===== src/rtl/cpu_dsp_port_bridge_if.sv =====
// CPU port bus plus display write port seen by cpu_dsp_port_bridge.
// master = CPU/display side, slave = the bridge.
interface cpu_dsp_port_bridge_if;
    logic [7:0]  port_id;
    logic [7:0]  out_port;
    logic        write_strobe;
    logic        read_strobe;
    logic [7:0]  in_port;
    logic [4:0]  dsp_row;
    logic [6:0]  dsp_col;
    logic        dsp_en;
    logic        dsp_wr;
    logic [15:0] dsp_wr_data;

    modport master (
        output port_id, out_port, write_strobe, read_strobe,
        input  in_port, dsp_row, dsp_col, dsp_en, dsp_wr, dsp_wr_data
    );

    modport slave (
        input  port_id, out_port, write_strobe, read_strobe,
        output in_port, dsp_row, dsp_col, dsp_en, dsp_wr, dsp_wr_data
    );
endinterface


===== src/rtl/cpu_dsp_port_bridge.sv =====
// kcpsm3 port-I/O slave driving the character display write port: cursor/attr
// registers, CHAR writes, hardware clear. Option: CPU_DSP_BRIDGE_AUTOINC_EN.
module cpu_dsp_port_bridge #(
    parameter logic [7:0]  BASE_PORT = 8'h00,
    parameter int unsigned NUM_ROWS  = 30,
    parameter int unsigned NUM_COLS  = 80
) (
    input  logic                  clk,
    input  logic                  reset,
    cpu_dsp_port_bridge_if.slave  bus
);

    localparam logic [7:0] ADDR_ROW  = BASE_PORT;
    localparam logic [7:0] ADDR_COL  = 8'(BASE_PORT + 8'd1);
    localparam logic [7:0] ADDR_ATTR = 8'(BASE_PORT + 8'd2);
    localparam logic [7:0] ADDR_CHAR = 8'(BASE_PORT + 8'd3);
    localparam logic [7:0] ADDR_CTRL = 8'(BASE_PORT + 8'd4);
    localparam logic [4:0] ROW_LAST  = 5'(NUM_ROWS - 1);
    localparam logic [6:0] COL_LAST  = 7'(NUM_COLS - 1);
    localparam logic [7:0] BLANK     = 8'h20;

    typedef enum logic {IDLE, CLEAR} state_t;

    state_t      state_q, state_d;
    logic [4:0]  row_q, clr_row_q, clr_row_n;
    logic [6:0]  col_q, clr_col_q, clr_col_n;
    logic [7:0]  attr_q, clr_attr_q;
    logic        busy_q, overflow_q;
    logic [7:0]  in_port_q;
    logic [4:0]  dsp_row_q;
    logic [6:0]  dsp_col_q;
    logic        dsp_en_q, dsp_wr_q;
    logic [15:0] dsp_wr_data_q;

    logic        wr_row, wr_col, wr_attr, wr_char, wr_ctrl, rd_status;
    logic        start_clr, clr_step, clr_done, char_ok, char_drop, last_cell;
    logic [7:0]  rd_data;

    assign wr_row    = bus.write_strobe && (bus.port_id == ADDR_ROW);
    assign wr_col    = bus.write_strobe && (bus.port_id == ADDR_COL);
    assign wr_attr   = bus.write_strobe && (bus.port_id == ADDR_ATTR);
    assign wr_char   = bus.write_strobe && (bus.port_id == ADDR_CHAR);
    assign wr_ctrl   = bus.write_strobe && (bus.port_id == ADDR_CTRL);
    assign rd_status = bus.read_strobe  && (bus.port_id == ADDR_CTRL);

    // clr_row/clr_col track the cell being written in the current cycle
    assign last_cell = (clr_row_q == ROW_LAST) && (clr_col_q == COL_LAST);
    assign clr_col_n = (clr_col_q == COL_LAST) ? 7'd0 : clr_col_q + 7'd1;
    assign clr_row_n = (clr_col_q == COL_LAST) ? clr_row_q + 5'd1 : clr_row_q;

    // Read data is decoded every cycle from port_id alone
    always_comb begin
        rd_data = 8'h00;
        case (bus.port_id)
            ADDR_ROW:  rd_data = {3'b000, row_q};
            ADDR_COL:  rd_data = {1'b0, col_q};
            ADDR_ATTR: rd_data = attr_q;
            ADDR_CTRL: rd_data = {6'b000000, overflow_q, busy_q};
            default:   rd_data = 8'h00;
        endcase
    end

    always_ff @(posedge clk) begin
        if (!reset) state_q <= IDLE;
        else        state_q <= state_d;
    end

    always_comb begin
        state_d   = state_q;
        start_clr = 1'b0;
        clr_step  = 1'b0;
        clr_done  = 1'b0;
        char_ok   = 1'b0;
        char_drop = 1'b0;
        case (state_q)
            IDLE: begin
                if (wr_ctrl && bus.out_port[0]) begin
                    state_d   = CLEAR;
                    start_clr = 1'b1;
                end else if (wr_char) begin
                    char_ok = 1'b1;
                end
            end
            CLEAR: begin
                char_drop = wr_char;
                if (last_cell) begin
                    state_d  = IDLE;
                    clr_done = 1'b1;
                end else begin
                    clr_step = 1'b1;
                end
            end
            default: state_d = IDLE;
        endcase
    end

    always_ff @(posedge clk) begin
        if (!reset) begin
            row_q         <= 5'd0;
            col_q         <= 7'd0;
            attr_q        <= 8'h07;
            clr_row_q     <= 5'd0;
            clr_col_q     <= 7'd0;
            clr_attr_q    <= 8'h00;
            busy_q        <= 1'b0;
            overflow_q    <= 1'b0;
            in_port_q     <= 8'h00;
            dsp_row_q     <= 5'd0;
            dsp_col_q     <= 7'd0;
            dsp_en_q      <= 1'b0;
            dsp_wr_q      <= 1'b0;
            dsp_wr_data_q <= 16'h0000;
        end else begin
            in_port_q <= rd_data;
            dsp_en_q  <= 1'b0;
            dsp_wr_q  <= 1'b0;

            if (wr_row)  row_q  <= (32'(bus.out_port) < NUM_ROWS) ? 5'(bus.out_port) : 5'd0;
            if (wr_col)  col_q  <= (32'(bus.out_port) < NUM_COLS) ? 7'(bus.out_port) : 7'd0;
            if (wr_attr) attr_q <= bus.out_port;

            if (start_clr) begin
                row_q         <= 5'd0;
                col_q         <= 7'd0;
                clr_attr_q    <= attr_q;
                clr_row_q     <= 5'd0;
                clr_col_q     <= 7'd0;
                busy_q        <= 1'b1;
                dsp_en_q      <= 1'b1;
                dsp_wr_q      <= 1'b1;
                dsp_row_q     <= 5'd0;
                dsp_col_q     <= 7'd0;
                dsp_wr_data_q <= {attr_q, BLANK};
            end

            if (clr_step) begin
                clr_row_q     <= clr_row_n;
                clr_col_q     <= clr_col_n;
                dsp_en_q      <= 1'b1;
                dsp_wr_q      <= 1'b1;
                dsp_row_q     <= clr_row_n;
                dsp_col_q     <= clr_col_n;
                dsp_wr_data_q <= {clr_attr_q, BLANK};
            end

            if (clr_done) busy_q <= 1'b0;

            if (char_ok) begin
                dsp_en_q      <= 1'b1;
                dsp_wr_q      <= 1'b1;
                dsp_row_q     <= row_q;
                dsp_col_q     <= col_q;
                dsp_wr_data_q <= {attr_q, bus.out_port};
`ifdef CPU_DSP_BRIDGE_AUTOINC_EN
                if (col_q == COL_LAST) begin
                    col_q <= 7'd0;
                    row_q <= (row_q == ROW_LAST) ? 5'd0 : row_q + 5'd1;
                end else begin
                    col_q <= col_q + 7'd1;
                end
`else
                // cursor stays put; only ROW/COL writes and CLEAR move it
`endif
            end

            // overflow set and STATUS read never coincide: one strobe per cycle
            if (char_drop)      overflow_q <= 1'b1;
            else if (rd_status) overflow_q <= 1'b0;
        end
    end

    assign bus.in_port     = in_port_q;
    assign bus.dsp_row     = dsp_row_q;
    assign bus.dsp_col     = dsp_col_q;
    assign bus.dsp_en      = dsp_en_q;
    assign bus.dsp_wr      = dsp_wr_q;
    assign bus.dsp_wr_data = dsp_wr_data_q;

endmodule


===== src/flat_wrapper.sv =====
// flat-port wrapper written by rule: the top's interface ports become plain ports
module cpu_dsp_port_bridge_flat 
#(
    parameter logic [7:0]  BASE_PORT = 8'h00,
    parameter int unsigned NUM_ROWS  = 30,
    parameter int unsigned NUM_COLS  = 80
)
  (clk, reset, bus_port_id, bus_out_port, bus_write_strobe, bus_read_strobe, bus_in_port, bus_dsp_row, bus_dsp_col, bus_dsp_en, bus_dsp_wr, bus_dsp_wr_data);
  cpu_dsp_port_bridge_if bus_i ();
  input  logic clk;
  input  logic reset;
  input wire logic [$bits(bus_i.port_id)-1:0] bus_port_id;
  input wire logic [$bits(bus_i.out_port)-1:0] bus_out_port;
  input wire logic [$bits(bus_i.write_strobe)-1:0] bus_write_strobe;
  input wire logic [$bits(bus_i.read_strobe)-1:0] bus_read_strobe;
  output wire logic [$bits(bus_i.in_port)-1:0] bus_in_port;
  output wire logic [$bits(bus_i.dsp_row)-1:0] bus_dsp_row;
  output wire logic [$bits(bus_i.dsp_col)-1:0] bus_dsp_col;
  output wire logic [$bits(bus_i.dsp_en)-1:0] bus_dsp_en;
  output wire logic [$bits(bus_i.dsp_wr)-1:0] bus_dsp_wr;
  output wire logic [$bits(bus_i.dsp_wr_data)-1:0] bus_dsp_wr_data;
  assign bus_i.port_id = bus_port_id;
  assign bus_i.out_port = bus_out_port;
  assign bus_i.write_strobe = bus_write_strobe;
  assign bus_i.read_strobe = bus_read_strobe;
  assign bus_in_port = bus_i.in_port;
  assign bus_dsp_row = bus_i.dsp_row;
  assign bus_dsp_col = bus_i.dsp_col;
  assign bus_dsp_en = bus_i.dsp_en;
  assign bus_dsp_wr = bus_i.dsp_wr;
  assign bus_dsp_wr_data = bus_i.dsp_wr_data;
  cpu_dsp_port_bridge #(.BASE_PORT(BASE_PORT), .NUM_ROWS(NUM_ROWS), .NUM_COLS(NUM_COLS)) u_core (.clk(clk), .reset(reset), .bus(bus_i));
endmodule

===== config.mk =====
export PLATFORM = sky130hd
export DESIGN_NAME = cpu_dsp_port_bridge_flat
export DESIGN_NICKNAME = d
export VERILOG_FILES = /design/src/rtl/cpu_dsp_port_bridge_if.sv /design/src/rtl/cpu_dsp_port_bridge.sv /design/src/flat_wrapper.sv
export SDC_FILE = /design/constraint.sdc
export NUM_CORES = 1
export LEC_CHECK = 0
export ABC_CLOCK_PERIOD_IN_PS = 2550
export BUFFER_PORTS_ARGS = -buffer_cell sky130_fd_sc_hd__buf_2
export CAP_MARGIN = 0
export CORE_UTILIZATION = 36
export CTS_BUF_LIST = sky130_fd_sc_hd__clkbuf_8
export CTS_CLUSTER_DIAMETER = 120
export DETAILED_ROUTE_END_ITERATION = 8
export GPL_TIMING_DRIVEN = 0
export SLEW_MARGIN = 10
export SYNTH_ARGS = -nofsm -noshare
export SYNTH_HDL_FRONTEND = slang
export SYNTH_SLANG_ARGS = --single-unit

===== constraint.sdc =====
create_clock -name clk -period 2.55 [get_ports clk]
set_clock_uncertainty 0.1 [all_clocks]
set_input_delay 0.3825 -clock clk [delete_from_list [all_inputs] [get_ports clk]]
set_output_delay 0.3825 -clock clk [all_outputs]
set_load 0.005 [all_outputs]

==> out/metrics.csv, run 1 <==
stage,metric,value,unit
finish,Fill cells,974,
clocking,Clock Path Buffers,2,
die,Top Ports,58,
grt,GRT Util Overall,20.1,%
min_path,hold crit path type,in2reg,
synth,asr flop ratio synth,0,%
drt,DR iter-0 viols,155,
clocking,CTS Root Cell,clkbuf_8,
grt,vias in the first global route,2992,
worst_setup_path,Crit path max-delay family,buffers and inverters,
grt,largest net degree at the start of global routing,15,
synth,Synth area leaders,"dfxtp_1 45%, mux2i_1 9.9%, a21oi_1 7.5%",
finish,area grow syn2layout,19.0,%
worst_setup_path,CP arrival,2.52,ns
synth,"Avg Cell Area, Syn",8.74,µm²
clocking,hold buffers post-CTS,0,
run_status,status,finished clean,
drt,Final ANT Viol Nets,0,
worst_setup_path,highest-delay cell along the critical path,or3b_2,
die,FP Rows,35,
drt,DR WL/cell,16.1,µm
power,"IR drop worst, VDD",0.302,mV
clocking,CTS tree,yes,
sta,max_slew headroom,55.4,%
power,Leakage,1.69,nW
clocking,CTS buffer count,9,
synth,synth cell count leaders,"80 x dfxtp_1, 53 x a21oi_1, 42 x nand2_1, 39 x nor2_1, 35 x mux2i_1",
grt,initial antenna violation count,0,
die,CORE AREA,0.00942,mm²
sta,RSZ-0062 raised after global routing,no,
sta,endpoints failing hold,0,
run,Max-Cap Viols,0,
place,gpl congestion,0.869,
place,post-place setup slack,-0.211,ns
synth,share of the synthesized area in the top cell type,45.0,%
worst_setup_path,crit end category,register,
clocking,clk slew on worst S/H paths,0.08,ns
synth,Syn Nets,430,
synth,count of cell types in the netlist,53,
finish,nets,499,
worst_setup_path,worst-path cell chain,or3b_2 -> clkbuf_1 -> o31ai_4 -> buf_4 -> clkbuf_1 -> o21ai_0 -> a21oi_1,
synth,Synth Instances,407,
synth,"Cell Area, Synth",0.00356,mm²
sta,worst slew pin tran,0.669,ns
place,HPWL after detailed placement,7.32,mm
finish,# diodes,0,
drt,drt pass-1 iters,5,
min_path,Min-Delay Path Depth,3,
synth,post-synthesis sequential area ratio,45.0,%
worst_setup_path,Critical Path Source Type,register,
finish,Multi-input gate area,0.00179,mm²
die,starting density of the core,37.8,%
synth,Yosys top cell by area,dfxtp_1,
clocking,H-tree depth,3,
power,PwrDens,563,mW/mm²
worst_setup_path,"slowest stage delay, CP",0.45,ns
sta,Tmin final,2.34,ns
drt,routed vias/inst,5.24,
drt,drc violations,0,
worst_setup_path,launch point of the critical path,u_core.clr_col_q[6],
worst_setup_path,CP dominant cell by count,clkbuf_1,
sta,period utilisation layout,91.7,%
worst_setup_path,FF-to-FF path depth,7,
finish,FF+latch area,0.00160,mm²
sta,"Setup violations, final",0,
worst_setup_path,Worst Path Buf+Inv,3,
drt,via count,3193,
synth,Synth warnings,0,
sta,Max Slew Vio Count,0,
grt,first-pass GRT wire length,15.6,mm
worst_setup_path,Crit Path Max Fanout,10,
place,number of port buffers,57,
die,Die H,101,µm
synth,"count leader, synth",dfxtp_1,
synth,"FF+latch count, synth",80,
finish,layout cells sized above 1,20.4,%
die,die outline width,101,µm
clocking,worst skew pair latency,0.35,ns
clocking,clock sinks,80,
finish,Util after Layout,45.0,%
die,die area,0.0103,mm²
drt,drt total wl,9.82,mm
worst_setup_path,Worst Setup Path Type,reg2reg,
min_path,hold path start,bus_out_port[6],
sta,highest clock rate,428,MHz
grt,total global routing overflow,0,
synth,Post-synth EDFFs,0,
worst_setup_path,Crit path depth,7,
worst_setup_path,critical path required time,2.73,ns
worst_setup_path,worst r2r src,u_core.clr_col_q[6],
sta,final worst setup slack,0.212,ns
synth,ys flop type,dfxtp_1,
-- tightest hold or removal path: stages --
cell	delay [ns]
buf_2	0.13
nand2_1	0.06
a21oi_1	0.05
-- sequential cells by signal, indices dropped and copies added, names as in the netlist --
name / count
u_core.attr_q: 8
u_core.bus.dsp_col: 7
u_core.bus.dsp_en: 1
u_core.bus.dsp_row: 5
u_core.bus.dsp_wr_data: 16
u_core.bus.in_port: 8
u_core.busy_q: 1
u_core.clr_attr_q: 8
u_core.clr_col_q: 7
u_core.clr_row_q: 5
u_core.col_q: 7
u_core.overflow_q: 1
u_core.row_q: 5
u_core.state_q: 1
-- final timing paths --
check,end,slack (ns)
hold / removal,u_core.bus.dsp_wr_data[6],0.22
setup reg to reg,u_core.bus.dsp_wr_data[9],0.21
hold reg to reg,u_core.overflow_q,0.36
setup / recovery,u_core.bus.dsp_wr_data[9],0.21
-- kinds of logic (layout without fill, tap and decap cells) --
group	after synthesis	after routing	synth area share (%)
multiplexers	35	35	9.85
buffers and inverters	33	106	4.82
adder cells (fa/ha/maj)	3	3	1.06
flip-flops	80	80	45.0
AND/OR/NAND/NOR	150	150	21.7
AO/OA/AOI/OAI	102	102	16.6
XOR/XNOR	4	4	0.985
-- metal layers --
layer	track usage (%)	wire, µm
met1	27.2	4610
met2	32.0	4640
met3	3.11	385
met4	8.03	193
met5	0	0
-- final cells by class --
class                           count  area share, %
Multi-Input combinational cell    294           42.3
Sequential cell                    80           37.8
Timing Repair Buffer               58           6.92
Tap cell                          129           3.81
Buffer                             28           3.61
Clock buffer                        9           2.93
Clock inverter                      6           2.19
Inverter                            5          0.443
-- power by group --
group	switching, mW	leakage, nW	internal, mW
logic	0.0727	0.944	0.0343
clock network	0.476	0.102	0.551
registers	0.000840	0.644	1.25
-- layout by cell type, fill, tap and decap left out, types with 6 or more instances in the layout --
cell type / Yosys / layout
a21oi_1: 53 / 53
a22oi_1: 6 / 6
a31oi_1: 7 / 7
and2_1: 6 / 6
buf_2: 3 / 60
clkbuf_1: 17 / 17
clkbuf_8: 0 / 9
dfxtp_1: 80 / 80
mux2i_1: 35 / 35
nand2_1: 42 / 42
nand3_1: 22 / 22
nor2_1: 39 / 39
o21ai_0: 24 / 24
-- timing repair --
| action | in CTS | in global routing |
|---|---|---|
| pin swaps | 1 | 0 |
| gates resized for setup | 0 | 1 |
| buffers inserted | 1 | 0 |
| endpoints found under the setup margin | 10 | 2 |
-- through the flow --
step	cells	power [mW]	setup TNS [ns]	instance area, µm²	hold slack, ns
2_1_floorplan	407	1.33	0	3560	0.332
5_1_grt	609	2.47	0	4230	0.220
3_5_place_dp	593	1.39	-2.34	4000	0.351
6_report	609	2.38	0	4230	0.223
3_3_place_gp	593	1.38	-1.84	4000	0.343
4_1_cts	609	2.41	0	4230	0.205
Note: power is estimated with default switching activity, not from simulation.
==> run 2, diff against run 1 <==
ABC_CLOCK_PERIOD_IN_PS = 2700   (was 2550)
clock period = 2.7 ns   (was 2.55 ns; I/O delays follow)
==> out/metrics.csv, run 2 (synthesis results as in run 1) <==
stage,metric,value,unit,change
run_status,status,finished clean,,unchanged
worst_setup_path,Crit Path Max Fanout,10,,unchanged
grt,largest net degree at the start of global routing,15,,unchanged
sta,worst slew pin tran,0.670,ns,was 0.669 ns
sta,"Setup violations, final",0,,unchanged
finish,area grow syn2layout,18.9,%,was 19.0%
clocking,CTS buffer count,9,,unchanged
clocking,worst skew pair latency,0.35,ns,about the same
sta,highest clock rate,415,MHz,
die,die area,0.0103,mm²,unchanged
die,Die H,101,µm,unchanged
worst_setup_path,highest-delay cell along the critical path,or4_1,,was or3b_2
die,CORE AREA,0.00942,mm²,unchanged
power,"IR drop worst, VDD",0.286,mV,was 0.302 mV
drt,met1 WL,4.62,mm,was 4.61 mm
worst_setup_path,FF-to-FF path depth,7,,unchanged
clocking,clock sinks,80,,unchanged
worst_setup_path,r2r setup slk,0.36,ns,was 0.21 ns
clocking,CTS Root Cell,clkbuf_8,,unchanged
power,total power,2.25,mW,was 2.38 mW
min_path,Min-Delay Path Depth,3,,unchanged
place,HPWL after detailed placement,7.32,mm,unchanged
finish,max reg flops,16,,unchanged
clocking,H-tree depth,3,,unchanged
drt,met2 wire length,4.60,mm,was 4.64 mm
sta,endpoints failing hold,0,,unchanged
finish,# diodes,0,,unchanged
drt,drt pass-1 iters,4,,was 5
drt,DR WL/cell,16.1,µm,about the same
finish,final instance area,0.00423,mm²,about the same
worst_setup_path,crit end category,register,,unchanged
clocking,hold buffers post-CTS,0,,unchanged
clocking,CTS tree,yes,,unchanged
worst_setup_path,worst r2r src,u_core.clr_col_q[6],,unchanged
place,placed inst area,0.00400,mm²,unchanged
die,die outline width,101,µm,unchanged
grt,initial antenna violation count,0,,unchanged
grt,first-pass GRT wire length,15.6,mm,unchanged
finish,"commonest non-fill, non-tap cell in the layout",dfxtp_1,,unchanged
grt,GRT Util Overall,20.1,%,unchanged
run,Max-Cap Viols,0,,unchanged
drt,Final ANT Viol Nets,0,,unchanged
grt,vias in the first global route,2996,,was 2992
drt,DR iter-0 viols,187,,was 155
sta,Tmin final,2.41,ns,
worst_setup_path,"slowest stage delay, CP",0.51,ns,was 0.45 ns
drt,DR top layer,met4,,unchanged
die,starting density of the core,37.8,%,unchanged
min_path,hold path start,bus_out_port[6],,unchanged
finish,layout cells sized above 1,20.2,%,was 20.4%
drt,routed vias/inst,5.20,,was 5.24
finish,nets,499,,unchanged
sta,Fin Setup TNS,0,ns,unchanged
place,number of port buffers,57,,unchanged
min_path,Hold EP,u_core.bus.dsp_wr_data[6],,unchanged
die,FP Rows,35,,unchanged
clocking,clk slew on worst S/H paths,0.08,ns,about the same
die,Top Ports,58,,unchanged
sta,Max Slew Vio Count,0,,unchanged
drt,via count,3168,,was 3193
drt,drt total wl,9.78,mm,was 9.82 mm
sta,RSZ-0062 raised after global routing,no,,unchanged
finish,"commonest cells after routing, fill and taps aside","80 x dfxtp_1, 60 x buf_2, 53 x a21oi_1",,unchanged
power,PwrDens,533,mW/mm²,was 563 mW/mm²
drt,Met3 Wirelength,353,µm,was 385 µm
finish,Util after Layout,44.9,%,was 45.0%
min_path,hold crit path type,in2reg,,unchanged
drt,drc violations,0,,unchanged
sta,max_slew headroom,55.3,%,was 55.4%
worst_setup_path,CP arrival,2.54,ns,was 2.52 ns
clocking,Clock Path Buffers,2,,unchanged
place,gpl congestion,0.869,,unchanged
sta,Hold Slack,0.243,ns,was 0.223 ns
worst_setup_path,Worst Setup Path Type,in2reg,,was reg2reg
finish,Fill cells,974,,unchanged
grt,total global routing overflow,0,,unchanged
sta,period utilisation layout,89.2,%,
worst_setup_path,Critical Path Source Type,primary input,,was register
worst_setup_path,r2r endpoint,u_core.bus.dsp_wr_data[9],,unchanged
power,Leakage,1.69,nW,about the same
worst_setup_path,worst-path cell chain,buf_2 -> or4_1 -> clkbuf_2 -> nor4_1 -> nand2_1 -> clkbuf_1 -> o21ai_0 -> a21oi_1,,was or3b_2 -> clkbuf_1 -> o31ai_4 -> buf_4 -> clkbuf_1 -> o21ai_0 -> a21oi_1
worst_setup_path,critical path required time,2.84,ns,was 2.73 ns
[run 2: layout make-up]
type                            count  area (µm²)  area share, %
Buffer                             28         153           3.61
Clock buffer                        9         124           2.93
Clock inverter                      6        92.6           2.19
Inverter                            5        18.8          0.444
Multi-Input combinational cell    294        1780           42.2
Sequential cell                    80        1600           37.9
Tap cell                          129         161           3.82
Timing Repair Buffer               58         293           6.93
[run 2: power by group]
group	switching, mW	internal (mW)	leakage [nW]
sequential	0.000792	1.18	0.644
clock	0.450	0.520	0.102
combinational	0.0680	0.0324	0.944
[run 2: worst max-delay path by stage]
| stage | slack, ns | start | cells past startpoint | end |
|---|---|---|---|---|
| finish | 0.29 | bus_port_id[5] | 8 | u_core.bus.dsp_wr_data[5] |
| global route | 0.06 | bus_port_id[5] | 8 | u_core.bus.dsp_wr_data[5] |
| CTS | 0.08 | u_core.clr_col_q[6] | 7 | u_core.bus.dsp_wr_data[7] |
| detailed placement | -0.08 | bus_port_id[5] | 8 | u_core.bus.dsp_wr_data[5] |
| global placement | -0.08 | bus_port_id[5] | 8 | u_core.bus.dsp_col[4] |
| floorplan | 0.32 | bus_port_id[5] | 9 | u_core.col_q[2] |
[run 2: metrics by stage]
stage	cells	worst slack (ns)
6_report	609	0.293
5_1_grt	609	0.0631
4_1_cts	608	0.0784
3_5_place_dp	593	-0.0834
3_3_place_gp	593	-0.0801
2_1_floorplan	407	0.323
[run 2: what timing repair did]
action / 4_1_cts / 5_1_grt
setup endpoints to repair: 0 / 9
gates resized for setup: 0 / 0
buffers inserted: 0 / 1
[run 2: metal layers]
layer	up-vias	global-route usage, %
li1	1572	-
met1	1502	27.2
met2	77	32.0
met3	17	3.11
met4	0	8.03
met5	-	0
[run 2: critical path, delay by kind of cell]
kind | cells | cell delay, ns
simple gates | 3 | 1.22
compound gates | 2 | 0.34
buf+inv | 3 | 0.58
==> run 3, diff against run 2 <==
CORE_UTILIZATION = 53   (was 36)
PLACE_DENSITY_LB_ADDON = 0.15   (was unset)
==> out/metrics.csv, run 3 (synthesis results as in run 1) <==
stage,metric,value,unit,change
worst_setup_path,CP arrival,2.51,ns,was 2.54 ns
place,placed inst area,0.00394,mm²,was 0.00400 mm²
drt,drt total wl,9.37,mm,was 9.78 mm
grt,GRT Util Overall,27.1,%,was 20.1%
worst_setup_path,Crit Path Max Fanout,10,,unchanged
die,Top Ports,58,,unchanged
worst_setup_path,Critical Path Source Type,register,,was primary input
power,total power,2.25,mW,about the same
drt,via count,3304,,was 3168
worst_setup_path,highest-delay cell along the critical path,o21ai_0,,was or4_1
grt,GR met3 Demand/Resource,3.96,%,was 3.11%
drt,DR WL/cell,16.8,µm,was 16.1 µm
sta,highest clock rate,417,MHz,was 415 MHz
run_status,status,"complete, but fails checks",,was finished clean
power,"IR drop worst, VDD",0.356,mV,was 0.286 mV
grt,M1 GR Usage,38.8,%,was 27.2%
worst_setup_path,crit end category,register,,unchanged
clocking,clock sinks,80,,unchanged
finish,Fill cells,558,,was 974
sta,period utilisation layout,88.8,%,was 89.2%
sta,Max Slew Vio Count,0,,unchanged
sta,RSZ-0062 raised after global routing,no,,unchanged
finish,"commonest cells after routing, fill and taps aside","80 x dfxtp_1, 60 x buf_2, 53 x a21oi_1",,unchanged
worst_setup_path,Worst Setup Path Type,reg2reg,,was in2reg
finish,nets,499,,unchanged
grt,initial antenna violation count,0,,unchanged
drt,drc violations,6,,was 0
finish,final instance area,0.00416,mm²,was 0.00423 mm²
finish,FF+latch area,0.00160,mm²,unchanged
place,HPWL after detailed placement,6.73,mm,was 7.32 mm
grt,vias in the first global route,2960,,was 2996
drt,DR iter-0 viols,291,,was 187
run,Max-Cap Viols,0,,unchanged
finish,fin cells,558,,was 609
clocking,CTS tree,yes,,unchanged
worst_setup_path,critical path required time,2.82,ns,was 2.84 ns
worst_setup_path,"slowest stage delay, CP",0.41,ns,was 0.51 ns
die,starting density of the core,55.4,%,was 37.8%
power,PwrDens,539,mW/mm²,was 533 mW/mm²
finish,area grow syn2layout,17.1,%,was 18.9%
finish,layout cells sized above 1,20.2,%,about the same
grt,M2 GR Usage,41.6,%,was 32.0%
clocking,clk slew on worst S/H paths,0.08,ns,about the same
die,die area,0.00704,mm²,was 0.0103 mm²
clocking,hold buffers post-CTS,0,,unchanged
clocking,CTS Root Cell,clkbuf_8,,unchanged
run_status,failing checks,DRC,,
finish,Multi-input gate area,0.00179,mm²,was 0.00178 mm²
place,placed cells,541,,was 593
die,die outline width,83.9,µm,was 101 µm
sta,max_slew headroom,57.9,%,was 55.3%
sta,worst slew pin tran,0.632,ns,was 0.670 ns
sta,Tmin final,2.40,ns,was 2.41 ns
sta,"Setup violations, final",0,,unchanged
grt,total global routing overflow,0,,unchanged
grt,first-pass GRT wire length,14.9,mm,was 15.6 mm
sta,Fin Setup TNS,0,ns,unchanged
place,number of port buffers,57,,unchanged
die,FP Rows,29,,was 35
clocking,CTS buffer count,9,,unchanged
die,Die H,83.9,µm,was 101 µm
worst_setup_path,CP dominant cell by count,clkbuf_1,,
grt,GR peak layer,met2,,unchanged
drt,drt pass-1 iters,6,,was 4
power,Leakage,1.70,nW,was 1.69 nW
min_path,hold crit path type,in2reg,,unchanged
place,gpl congestion,0.888,,was 0.869
finish,# diodes,0,,unchanged
grt,largest net degree at the start of global routing,14,,was 15
finish,"commonest non-fill, non-tap cell in the layout",dfxtp_1,,unchanged
die,CORE AREA,0.00642,mm²,was 0.00942 mm²
finish,max reg flops,16,,unchanged
clocking,Clock Path Buffers,2,,unchanged
clocking,H-tree depth,3,,unchanged
drt,Final ANT Viol Nets,0,,unchanged
clocking,worst skew pair latency,0.35,ns,about the same
worst_setup_path,worst-path cell chain,ha_1 -> nand3_1 -> clkbuf_1 -> or2_2 -> clkbuf_1 -> nor3_1 -> o21ai_0 -> a31oi_1,,was buf_2 -> or4_1 -> clkbuf_2 -> nor4_1 -> nand2_1 -> clkbuf_1 -> o21ai_0 -> a21oi_1
sta,endpoints failing hold,0,,unchanged
drt,routed vias/inst,5.92,,was 5.20
-- run 3: cell types whose count changed in the layout (fill, tap and decap cells not counted) --
cell	previous run	this run
clkinvlp_4	2	1
nor4_1	4	3
nor4_2	0	1
inv_6	1	0
clkinv_2	0	1
inv_1	5	7
-- run 3: area by class of cell --
type | count | share of cell area (%)
clock buffers | 9 | 2.97
clock inverters | 7 | 2.13
inverters | 5 | 0.451
well taps | 77 | 2.31
multi-input cells | 294 | 43.0
plain buffers | 28 | 3.67
repair buffers | 58 | 7.03
flip-flops and latches | 80 | 38.5
-- run 3: layer usage --
layer	wire [µm]	up-vias
met5	0	-
met2	4180	145
met4	182	0
met3	674	24
met1	4340	1562
li1	-	1573
-- run 3: critical path, delay by kind of cell, from the launching register on --
kind                       cells  cell delay, ns
buffers and inverters          2            0.61
and+or+nand+nor                3            0.42
AOI/OAI and AO/OA              2            0.55
adders and majority gates      1            0.24
DFF                            1            0.34
-- run 3: path summary, 6_finish.rpt --
path | start | end | slack (ns) | cells after the start
setup / recovery | u_core.clr_col_q[0] | u_core.bus.dsp_row[3] | 0.30 | 8
hold / removal | bus_out_port[2] | u_core.bus.dsp_wr_data[2] | 0.25 | 3
setup reg to reg | u_core.clr_col_q[0] | u_core.bus.dsp_row[3] | 0.30 | 8
hold reg to reg | u_core.col_q[4] | u_core.col_q[4] | 0.37 | 2
-- run 3: where the power goes --
part | internal (mW) | switching (mW) | total, mW | leakage (nW)
Combinational | 0.0324 | 0.0704 | 0.103 | 0.944
Sequential | 1.18 | 0.000726 | 1.18 | 0.644
Clock | 0.514 | 0.448 | 0.962 | 0.112
Total | 1.73 | 0.519 | 2.25 | 1.70
-- run 3: repair_timing --
action | in CTS | in global routing
resized for setup | 0 | 1
buffers inserted | 0 | 1
setup endpoints to repair | 0 | 9
-- run 3: per-stage QoR --
| stage | utilization, % | hold WS (ns) | worst slack (ns) |
|---|---|---|---|
| 2_1_floorplan | - | 0.332 | 0.323 |
| 3_3_place_gp | 61.3 | 0.349 | -0.0889 |
| 3_5_place_dp | 61.3 | 0.357 | -0.159 |
| 4_1_cts | 64.6 | 0.239 | 0.0657 |
| 5_1_grt | 64.8 | 0.268 | 0.168 |
| 6_report | 64.8 | 0.245 | 0.301 |
